### config.mk
export PLATFORM = sky130hd
export DESIGN_NAME = load_writeback
export DESIGN_NICKNAME = d
export VERILOG_FILES = /design/src/rtl/lemon_pkg.sv /design/src/rtl/load_aligner.sv /design/src/rtl/load_writeback.sv
export SDC_FILE = /design/constraint.sdc
export NUM_CORES = 1
export LEC_CHECK = 0
export ABC_AREA = 1
export ABC_CLOCK_PERIOD_IN_PS = 2300
export CELL_PAD_IN_SITES_DETAIL_PLACEMENT = 0
export CELL_PAD_IN_SITES_GLOBAL_PLACEMENT = 1
export CORE_MARGIN = 5
export CORE_UTILIZATION = 26
export CTS_CLUSTER_SIZE = 40
export DETAILED_ROUTE_END_ITERATION = 8
export MAX_ROUTING_LAYER = met4
export PLACE_DENSITY = 0.88
export SYNTH_ARGS = -nofsm -noshare
export SYNTH_HDL_FRONTEND = slang
export SYNTH_HIERARCHICAL = 1
export SYNTH_SLANG_ARGS = --single-unit
### constraint.sdc
create_clock -name clk -period 2.3 [get_ports clk]
set_input_delay 0.46 -clock clk [delete_from_list [all_inputs] [get_ports clk]]
set_output_delay 0.46 -clock clk [all_outputs]
set_load 0.01 [all_outputs]
### src/rtl/lemon_pkg.sv
// Shared types and constants for the writeback stage: FSM state encoding and load funct3 codes.
package lemon_pkg;

    typedef enum logic [1:0] {
        IDLE = 2'd0,
        REQ  = 2'd1,
        WAIT = 2'd2,
        WB   = 2'd3
    } wb_state_t;

    localparam logic [2:0] F3_LB  = 3'b000;
    localparam logic [2:0] F3_LH  = 3'b001;
    localparam logic [2:0] F3_LW  = 3'b010;
    localparam logic [2:0] F3_LBU = 3'b100;
    localparam logic [2:0] F3_LHU = 3'b101;

endpackage

### src/rtl/load_aligner.sv
// Combinational load data alignment: selects the byte/halfword lane, extends it,
// and flags misaligned accesses and funct3 codes that are not loads.
module load_aligner #(
    parameter int XLEN = 32
) (
    input  logic [2:0]      funct3,
    input  logic [1:0]      addr_lo,
    input  logic [XLEN-1:0] word,
    output logic [XLEN-1:0] data,
    output logic            bad
);
    import lemon_pkg::*;

    logic [7:0]  byte_sel;
    logic [15:0] half_sel;

    always_comb begin
        byte_sel = word[{addr_lo, 3'b000} +: 8];
        half_sel = word[{addr_lo[1], 4'b0000} +: 16];
        data     = '0;
        bad      = 1'b0;
        case (funct3)
            F3_LB:  data = {{(XLEN-8){byte_sel[7]}}, byte_sel};
            F3_LBU: data = {{(XLEN-8){1'b0}}, byte_sel};
            F3_LH: begin
                data = {{(XLEN-16){half_sel[15]}}, half_sel};
                bad  = addr_lo[0];
            end
            F3_LHU: begin
                data = {{(XLEN-16){1'b0}}, half_sel};
                bad  = addr_lo[0];
            end
            F3_LW: begin
                data = word;
                bad  = (addr_lo != 2'b00);
            end
            default: bad = 1'b1;
        endcase
    end

endmodule

### src/rtl/load_writeback.sv
// Writeback stage in front of the register file: retires one instruction per handshake,
// performs the data-memory word read for loads, and drives one write/commit pulse per instruction.
module load_writeback #(
    parameter int REG_ADDR_WIDTH = 5,
    parameter int XLEN           = 32
) (
    input  logic                      clk,
    input  logic                      rst_n,
    input  logic                      in_valid,
    output logic                      in_ready,
    input  logic [REG_ADDR_WIDTH-1:0] in_rd,
    input  logic                      in_wen,
    input  logic                      in_is_load,
    input  logic [2:0]                in_funct3,
    input  logic [XLEN-1:0]           in_result,
    output logic                      mem_req_valid,
    input  logic                      mem_req_ready,
    output logic [XLEN-1:0]           mem_req_addr,
    input  logic                      mem_resp_valid,
    input  logic [XLEN-1:0]           mem_resp_data,
    output logic                      rf_wen,
    output logic [REG_ADDR_WIDTH-1:0] rf_rd,
    output logic [XLEN-1:0]           rf_wdata,
    output logic                      commit,
    output logic                      load_fault
);
    import lemon_pkg::*;

    wb_state_t                 state_q, state_d;
    logic [REG_ADDR_WIDTH-1:0] rd_q, rd_d;
    logic                      wen_q, wen_d;
    logic [2:0]                funct3_q, funct3_d;
    logic [XLEN-1:0]           result_q, result_d;
    logic                      fault_q, fault_d;

    logic            accept;
    logic            in_wait;
    logic            in_wb;
    logic [2:0]      al_funct3;
    logic [1:0]      al_addr;
    logic [XLEN-1:0] al_data;
    logic            al_bad;

    assign in_wait  = (state_q == WAIT);
    assign in_wb    = (state_q == WB);
    assign in_ready = (state_q == IDLE) || in_wb;
    assign accept   = in_valid && in_ready;

    // One aligner serves both uses: the legality check at accept (IDLE/WB) and data capture in WAIT.
    assign al_funct3 = in_wait ? funct3_q : in_funct3;
    assign al_addr   = in_wait ? result_q[1:0] : in_result[1:0];

    load_aligner #(.XLEN(XLEN)) u_load_aligner (
        .funct3  (al_funct3),
        .addr_lo (al_addr),
        .word    (mem_resp_data),
        .data    (al_data),
        .bad     (al_bad)
    );

    always_comb begin
        state_d  = state_q;
        rd_d     = rd_q;
        wen_d    = wen_q;
        funct3_d = funct3_q;
        result_d = result_q;
        fault_d  = fault_q;
        case (state_q)
            IDLE, WB: begin
                state_d = IDLE;
                if (accept) begin
                    rd_d     = in_rd;
                    wen_d    = in_wen;
                    funct3_d = in_funct3;
                    result_d = in_result;
                    fault_d  = in_is_load && al_bad;
                    state_d  = (in_is_load && !al_bad) ? REQ : WB;
                end
            end
            REQ: begin
                if (mem_req_ready) begin
                    state_d = WAIT;
                end
            end
            WAIT: begin
                // The address is no longer needed once data arrives, so result holds the load data.
                if (mem_resp_valid) begin
                    result_d = al_data;
                    state_d  = WB;
                end
            end
            default: state_d = IDLE;
        endcase
    end

    always_ff @(posedge clk or negedge rst_n) begin
        if (!rst_n) begin
            state_q  <= IDLE;
            rd_q     <= '0;
            wen_q    <= 1'b0;
            funct3_q <= '0;
            result_q <= '0;
            fault_q  <= 1'b0;
        end else begin
            state_q  <= state_d;
            rd_q     <= rd_d;
            wen_q    <= wen_d;
            funct3_q <= funct3_d;
            result_q <= result_d;
            fault_q  <= fault_d;
        end
    end

    assign mem_req_valid = (state_q == REQ);
    assign mem_req_addr  = mem_req_valid ? {result_q[XLEN-1:2], 2'b00} : '0;

    // Writes to x0 are dropped here so the register file never sees one.
    assign commit     = in_wb;
    assign rf_wen     = in_wb && wen_q && (rd_q != '0) && !fault_q;
    assign rf_rd      = in_wb ? rd_q : '0;
    assign rf_wdata   = in_wb ? result_q : '0;
    assign load_fault = in_wb && fault_q;

endmodule
# Yosys cells after proc, flatten, opt, wreduce, memory -nomap -nowiden
# Index checks and enable logic that the tools add are counted.
dict set report word_totals {
  register_bits 44
  inputBits 79
  output_inout_bits 74
}
dict set report classes {
  eq_ne 10
  shift 2
  muxes 15
  reduce_logical 21
}
# op count
set op_table {}
lappend op_table {{one-hot mux 32 bit (5 select lines)} 1}
lappend op_table {{two-way mux 32 bit} 4}
lappend op_table {{one-hot mux 32 bit (2 select lines)} 1}
lappend op_table {{indexed part select 32 x 6 -> 16 bit} 1}
lappend op_table {{indexed part select 32 x 6 -> 8 bit} 1}
lappend op_table {{two-way mux 2 bit} 5}
lappend op_table {{logical AND 1 bit} 7}
lappend op_table {{equality test 3 bit, second input constant} 2}
lappend op_table {{one-hot mux 2 bit (3 select lines)} 1}
lappend op_table {{OR reduction 2 bit} 3}
lappend op_table {{two-way mux 5 bit} 1}
lappend op_table {{nonzero test 5 bit} 1}
lappend op_table {{equality test 2 bit, second input constant} 2}
lappend op_table {{!= test 2 bit, second input constant} 2}
lappend op_table {{AND reduction 2 bit} 2}
lappend op_table {{nonzero test 2 bit} 2}
lappend op_table {{equality test 3 x 1 -> 1 bit, second input constant} 1}
lappend op_table {{equality test 3 x 2 -> 1 bit, second input constant} 1}
lappend op_table {{logical NOT 3 bit} 1}
lappend op_table {{two-way mux 3 bit} 1}
lappend op_table {{one-hot mux 1 bit (3 select lines)} 1}
lappend op_table {{AND reduction 3 bit} 1}
lappend op_table {{equality test 2 x 1 -> 1 bit, second input constant} 1}
lappend op_table {{logical NOT 1 bit} 2}
lappend op_table {{3 further kinds} 3}

# Logic depth before layout (Yosys ltp)
dict set report logic_depth {
  depth_word 10
  ltp_mapped 18
  mapped_depth_nobuf 16
}

# Cells and area by module
# The synthesis kept the hierarchy.
# mod instances cells_each area_per_inst_um2 seq_area_each_um2
set by_module_without_submodules {}
lappend by_module_without_submodules {load_writeback 1 475 2954.1 1101.1}
lappend by_module_without_submodules {load_aligner 1 213 950.9 0.0}

# Worst setup path after synthesis
# Ideal clock, no wire load.
dict set report synth_timing {
  path_kind {reg2reg}
  startpoint {register state_q[0]}
  endpoint {register result_q[10]}
  setup_time_ps 116
  arrival_ps 2271
  required_time_ps 2184
  path_slack_ps -87
  path_stages_with_launch 16
  path_buffers 3
  period_less_slack_ps 2387
  cell_sequence {dfrtp_1 > inv_1 > ha_1 > buf_4 > buf_2 > o21ai_0 > inv_2 > nand2_2 > nor2_1 > nand2_4 > buf_6 > nand2_1 > nand2_1 > nand2_1 > nand3_1 > nand2_1}
}
dict set report synth_between {
  elab_chain_cells 6
  word_cells_on_any_way 22
  cone_classes {8 x eq/ne; 2 x shift; 5 x mux; 7 x reduce/logical}
}
# item line_no
set synth_lines {}
lappend synth_lines {{start: declaration} load_writeback.sv:29} ;# wb_state_t state_q, state_d;
lappend synth_lines {{start signal: assignment} load_writeback.sv:105} ;# state_q <= state_d;
lappend synth_lines {{equality test 2 bit (*)} load_writeback.sv:44} ;# assign in_wait = (state_q == WAIT);
lappend synth_lines {{two-way mux 3 bit (*)} load_writeback.sv:50} ;# assign al_funct3 = in_wait ? funct3_q : in_funct3;
lappend synth_lines {{net al_funct3[1]} load_writeback.sv:39} ;# logic [2:0] al_funct3;
lappend synth_lines {{equality test 3 x 2 -> 1 bit (tied with other cells)} load_aligner.sv:22} ;# case (funct3)
lappend synth_lines {{one-hot mux 32 bit (5 select lines) (*)} load_aligner.sv:22}
lappend synth_lines {{net al_data[10]} load_writeback.sv:41} ;# logic [XLEN-1:0] al_data;
lappend synth_lines {{two-way mux 32 bit (*)} load_writeback.sv:87} ;# if (mem_resp_valid) begin
lappend synth_lines {{one-hot mux 32 bit (2 select lines) (*)} load_writeback.sv:68} ;# case (state_q)
lappend synth_lines {{end signal: assignment} load_writeback.sv:109} ;# result_q <= result_d;
lappend synth_lines {{end: declaration} load_writeback.sv:33} ;# logic [XLEN-1:0] result_q, result_d;
# Mark *: on every way through the listed nets, which the timed path passes. The rest lies on a longest branch. The select of a mux whose other input is x is not followed.
# A chain may end at the register's enable or synchronous reset.

# Worst setup path after layout
dict set report layout_timing {
  startpoint {register state_q[1]}
  endpoint {output mem_req_addr[16]}
}
dict set report layout_between {
  elab_chain_cells 2
}
# item line_no
set layout_lines {}
lappend layout_lines {{equality test 2 x 1 -> 1 bit} load_writeback.sv:114} ;# assign mem_req_valid = (state_q == REQ);
lappend layout_lines {{two-way mux 32 bit} load_writeback.sv:115} ;# assign mem_req_addr = mem_req_valid ? {result_q[XLEN-1:2], 2'b00} : '0;
lappend layout_lines {{end: declaration} load_writeback.sv:18} ;# output logic [XLEN-1:0] mem_req_addr,
# Every way passes these cells.

==> results.yml <==
sta:
  hold-worst-slack_ns: 0.153
  fmaxAchievable_ghz: 0.438
  final_period_minus_worst_setup_slack_ns: 2.28
  timing.final.setup_violations: 0
  worst_slew_pin_slew_ns: 0.579
  timing.clock.skew_ns: 0.00828
  final.period_utilization_pct: 99.2
  relSlewSlack_pct: 61.4
  drv_slew: 0
  final-hold-violation-count: 0
  rsz0062_at_grt: "true"
  finalSetupTns_ns: 0
floorplanning:
  placementRows: 44
  initial_utilization_pct: 26.7
  ios: 153
  floorplan.core_area_um2: 14600
  die_height_um: 133
  dieArea_um2: 17600
  width_of_the_die_um: 133
cells_and_area:
  ratio_of_cells_with_drive_above_1_in_the_final_layout_pct: 8.01
  final_cell_count_no_fill: 1020
  final_design_area_no_fill_um2: 5950
  diode_insertion_count_for_antenna_repair: 0
  post_synthesis_to_final_layout_area_growth_pct: 52.3
  post-route-util_pct: 40.6
  nNetsFinal: 917
cts:
  clock_sinks: 44
  tritoncts_clock_tree: "built"
  cts_max_level: 2
  clk_root_buffer_cell: "sky130_fd_sc_hd__clkbuf_16"
  tritoncts.num_buffers: 5
  clock_slew_seen_by_the_registers_of_the_worst_setup_and_hold_paths_ns: 0.07
  cts_max_path_buffers: 2
  clk_latency_ns: 0.29
setup_path:
  worst_r2r_endpoint: "result_q[11]"
  end_kind: "output pin"
  category_of_the_critical_setup_timing_path: "reg -> out"
  worstPathBufferInverterCount: 4
  crit_slowest_cell: "sky130_fd_sc_hd__clkdlybuf4s50_1"
  timing.reg2reg.setup_slack_ns: 0.12
  crit_path_start: "state_q[1]"
  critPathMaxFanout: 25
  rr_startpoint: "state_q[1]"
  critPathRequiredTime_ns: 1.84
  crit_arrival_ns: 1.82
  worstRegToRegCells: 16
  crit_path_start_kind: "flop"
  critical-path-top-delay-family: "buffers and inverters"
  cp-endpoint: "mem_req_addr[16]"
  worst_path_largest_cell_delay_ns: 0.52
  critical_path.cell_chain: "inv_1 > ha_2 > buf_12 > nand2_1 > inv_1 > clkdlybuf4s50_1"
  critical_path_cell_count: 6
  most_frequent_cp_cell: "sky130_fd_sc_hd__inv_1"
drt:
  viasPerCell: 4.21
  router_iterations_before_antenna_repair: 4
  routed-via-count: 4295
  remaining_drc_errors: 0
  post_drt_wl_per_cell_um: 13.2
  route.final.wire_length_mm: 13.5
  antenna_violating_nets_post_route: 0
  detailed_router_s_first_iteration_violation_count: 300
synth:
  synthesis.instances: 688
  synth-xor-area-share_pct: 0
  yosysSeqAreaShare_pct: 28.2
  ys_warn_count: 6
  postSynthAreaPerCell_um2: 5.68
  yosys_most_used_dff: "sky130_fd_sc_hd__dfrtp_1"
  yosysUniqueCellTypes: 24
  combinational_family_with_the_most_area_after_synthesis: "simple AND/OR/NAND/NOR gates"
  yosys-mux-area-fraction_pct: 0
  synth_adder_area_share_pct: 0.961
  synthArstFlopShare_pct: 100
  post_synthesis_compound_gate_area_fraction_pct: 2.40
  synth_simple_gate_area_share_pct: 50.3
  postSynthRegisterBits: 44
  synth_area_um2: 3900
  synth_enable_flop_cells: 0
placement:
  place_hpwl_mm: 10.6
  port-buffer-count: 150
  routabilityCongestion: 0.899
  post_dp_cell_area_um2: 5600
  placed_cells: 1009
power:
  cellLeakagePower_nw: 4.32
  irDropWorstVdd_mv: 0.530
  power_density_nw_per_um2: 1220
worst_hold_path:
  worst_min_delay_path_category: "in -> async"
global_route:
  grt_pass1_vias: 4097
  track_usage_pct: 15.3
  antenna_found_initial: 0
  wire_length_of_the_first_global_routing_pass_mm: 21.2
  globalRoute.totalOverflow: 0
  grt_max_degree: 35
run_status:
  outcome: "finished, final reports clean"
flow_run:
  drv.max_cap_violation_count: 0
## cell usage after synthesis (2+ instances only)
| cell | number | share of area, % |
|---|---|---|
| sky130_fd_sc_hd__buf_6 | 8 | 2.3 |
| sky130_fd_sc_hd__buf_2 | 12 | 1.5 |
| sky130_fd_sc_hd__clkbuf_1 | 5 | 0.48 |
| sky130_fd_sc_hd__dfrtp_1 | 44 | 28 |
| sky130_fd_sc_hd__nand2_1 | 358 | 34 |
| sky130_fd_sc_hd__nand3_1 | 43 | 5.5 |
| sky130_fd_sc_hd__o21ai_0 | 16 | 2.1 |
| sky130_fd_sc_hd__nand4_1 | 9 | 1.4 |
| sky130_fd_sc_hd__nand2_2 | 13 | 2.1 |
| sky130_fd_sc_hd__ha_1 | 3 | 0.96 |
| sky130_fd_sc_hd__buf_4 | 11 | 2.1 |
| sky130_fd_sc_hd__nor2_1 | 37 | 3.6 |
| sky130_fd_sc_hd__inv_1 | 110 | 11 |
| sky130_fd_sc_hd__inv_2 | 5 | 0.48 |
| sky130_fd_sc_hd__nand2_8 | 2 | 1.0 |
| sky130_fd_sc_hd__nand2_4 | 4 | 1.2 |
## worst min path at each step
| stage | slack (ns) | end | start | depth (start not counted) |
|---|---|---|---|---|
| 2_1_floorplan | 0.16 | fault_q | rst_n | 0 |
| 3_3_place_gp | 0.47 | funct3_q[1] | funct3_q[1] | 2 |
| 3_5_place_dp | 0.48 | funct3_q[1] | funct3_q[1] | 2 |
| 4_1_cts | 0.18 | rd_q[0] | rst_n | 1 |
| 5_1_grt | 0.20 | wen_q | rst_n | 1 |
| 6_report | 0.15 | wen_q | rst_n | 1 |
## repair_timing
| item | in CTS | in global routing |
|---|---|---|
| setup endpoints to repair | 36 | 94 |
| buffers inserted | 2 | 1 |
| hold buffers | 0 | 0 |
| gates resized for setup | 11 | 49 |
## cells by family (layout without fill, tap and decap cells)
group,Yosys count,after routing
adder cells (fa/ha/maj),3,3
buffers and inverters,152,299
other,1,2
AO/OA/AOI/OAI,18,18
flip-flops,44,44
AND/OR/NAND/NOR,470,470
## layout make-up
type	instances	area, um^2
Clock buffer	5	125
Clock inverter	3	42.5
Fill cell	1579	8700
Inverter	115	432
Multi-Input combinational cell	493	2120
Sequential cell	44	1100
Tap cell	184	230
Timing Repair Buffer	176	1900
## routing by layer
metal / share of wire (%) / vias to the layer above / global-route usage [%]
met5: 0 / - / -
met4: 1.5 / 0 / 3.87
li1: - / 2298 / -
met1: 49 / 1880 / 20.3
met2: 46 / 107 / 24.8
met3: 4.0 / 10 / 1.78
## state kept, by name, summed over array words and instances (netlist names)
name	flops
result_q	32
wen_q	1
state_q	2
funct3_q	3
rd_q	5
fault_q	1
## placed cells by master, fill, tap and decap left out
| cell type | synthesis | final |
|---|---|---|
| sky130_fd_sc_hd__inv_2 | 5 | 5 |
| sky130_fd_sc_hd__clkinvlp_4 | 0 | 1 |
| sky130_fd_sc_hd__nand3_1 | 43 | 43 |
| sky130_fd_sc_hd__nand2_2 | 13 | 13 |
| sky130_fd_sc_hd__nand3_2 | 1 | 1 |
| sky130_fd_sc_hd__nand2_4 | 4 | 3 |
| sky130_fd_sc_hd__nand3_4 | 1 | 1 |
| sky130_fd_sc_hd__bufinv_16 | 0 | 1 |
| sky130_fd_sc_hd__buf_2 | 12 | 1 |
| sky130_fd_sc_hd__ha_2 | 0 | 3 |
| sky130_fd_sc_hd__inv_1 | 110 | 110 |
| sky130_fd_sc_hd__nand4_1 | 9 | 9 |
| sky130_fd_sc_hd__a21oi_2 | 1 | 1 |
| sky130_fd_sc_hd__dlygate4sd2_1 | 0 | 5 |
| sky130_fd_sc_hd__o21ai_1 | 1 | 2 |
| sky130_fd_sc_hd__dfrtp_1 | 44 | 44 |
| sky130_fd_sc_hd__clkinv_2 | 0 | 1 |
| sky130_fd_sc_hd__buf_12 | 1 | 7 |
| sky130_fd_sc_hd__nor2_4 | 1 | 1 |
| sky130_fd_sc_hd__nand2_1 | 358 | 358 |
| sky130_fd_sc_hd__buf_6 | 8 | 2 |
| sky130_fd_sc_hd__dlymetal6s2s_1 | 0 | 46 |
| sky130_fd_sc_hd__clkdlybuf4s50_1 | 0 | 98 |
| sky130_fd_sc_hd__nor2_2 | 1 | 1 |
| sky130_fd_sc_hd__buf_4 | 11 | 17 |
| sky130_fd_sc_hd__conb_1 | 1 | 2 |
| sky130_fd_sc_hd__o21ai_0 | 16 | 15 |
| sky130_fd_sc_hd__clkbuf_16 | 0 | 5 |
| sky130_fd_sc_hd__nand2_8 | 2 | 3 |
| sky130_fd_sc_hd__nor2_1 | 37 | 37 |
## power by group
| group | internal, W | switching, W | total, W | leakage [nW] |
|---|---|---|---|---|
| clock network | 0.000510 | 0.000310 | 0.000820 | 0.0798 |
| registers | 0.00115 | 0.000286 | 0.00144 | 0.554 |
| logic | 0.00198 | 0.00299 | 0.00497 | 3.69 |
## through the flow
step           worst slack, ns  power, W
2_1_floorplan            0.121   0.00490
3_3_place_gp           -0.0468   0.00636
3_5_place_dp           -0.0498   0.00640
4_1_cts               -0.00267   0.00732
5_1_grt                -0.0761   0.00798
6_report                0.0194   0.00723
(Power assumes the default switching activity.)
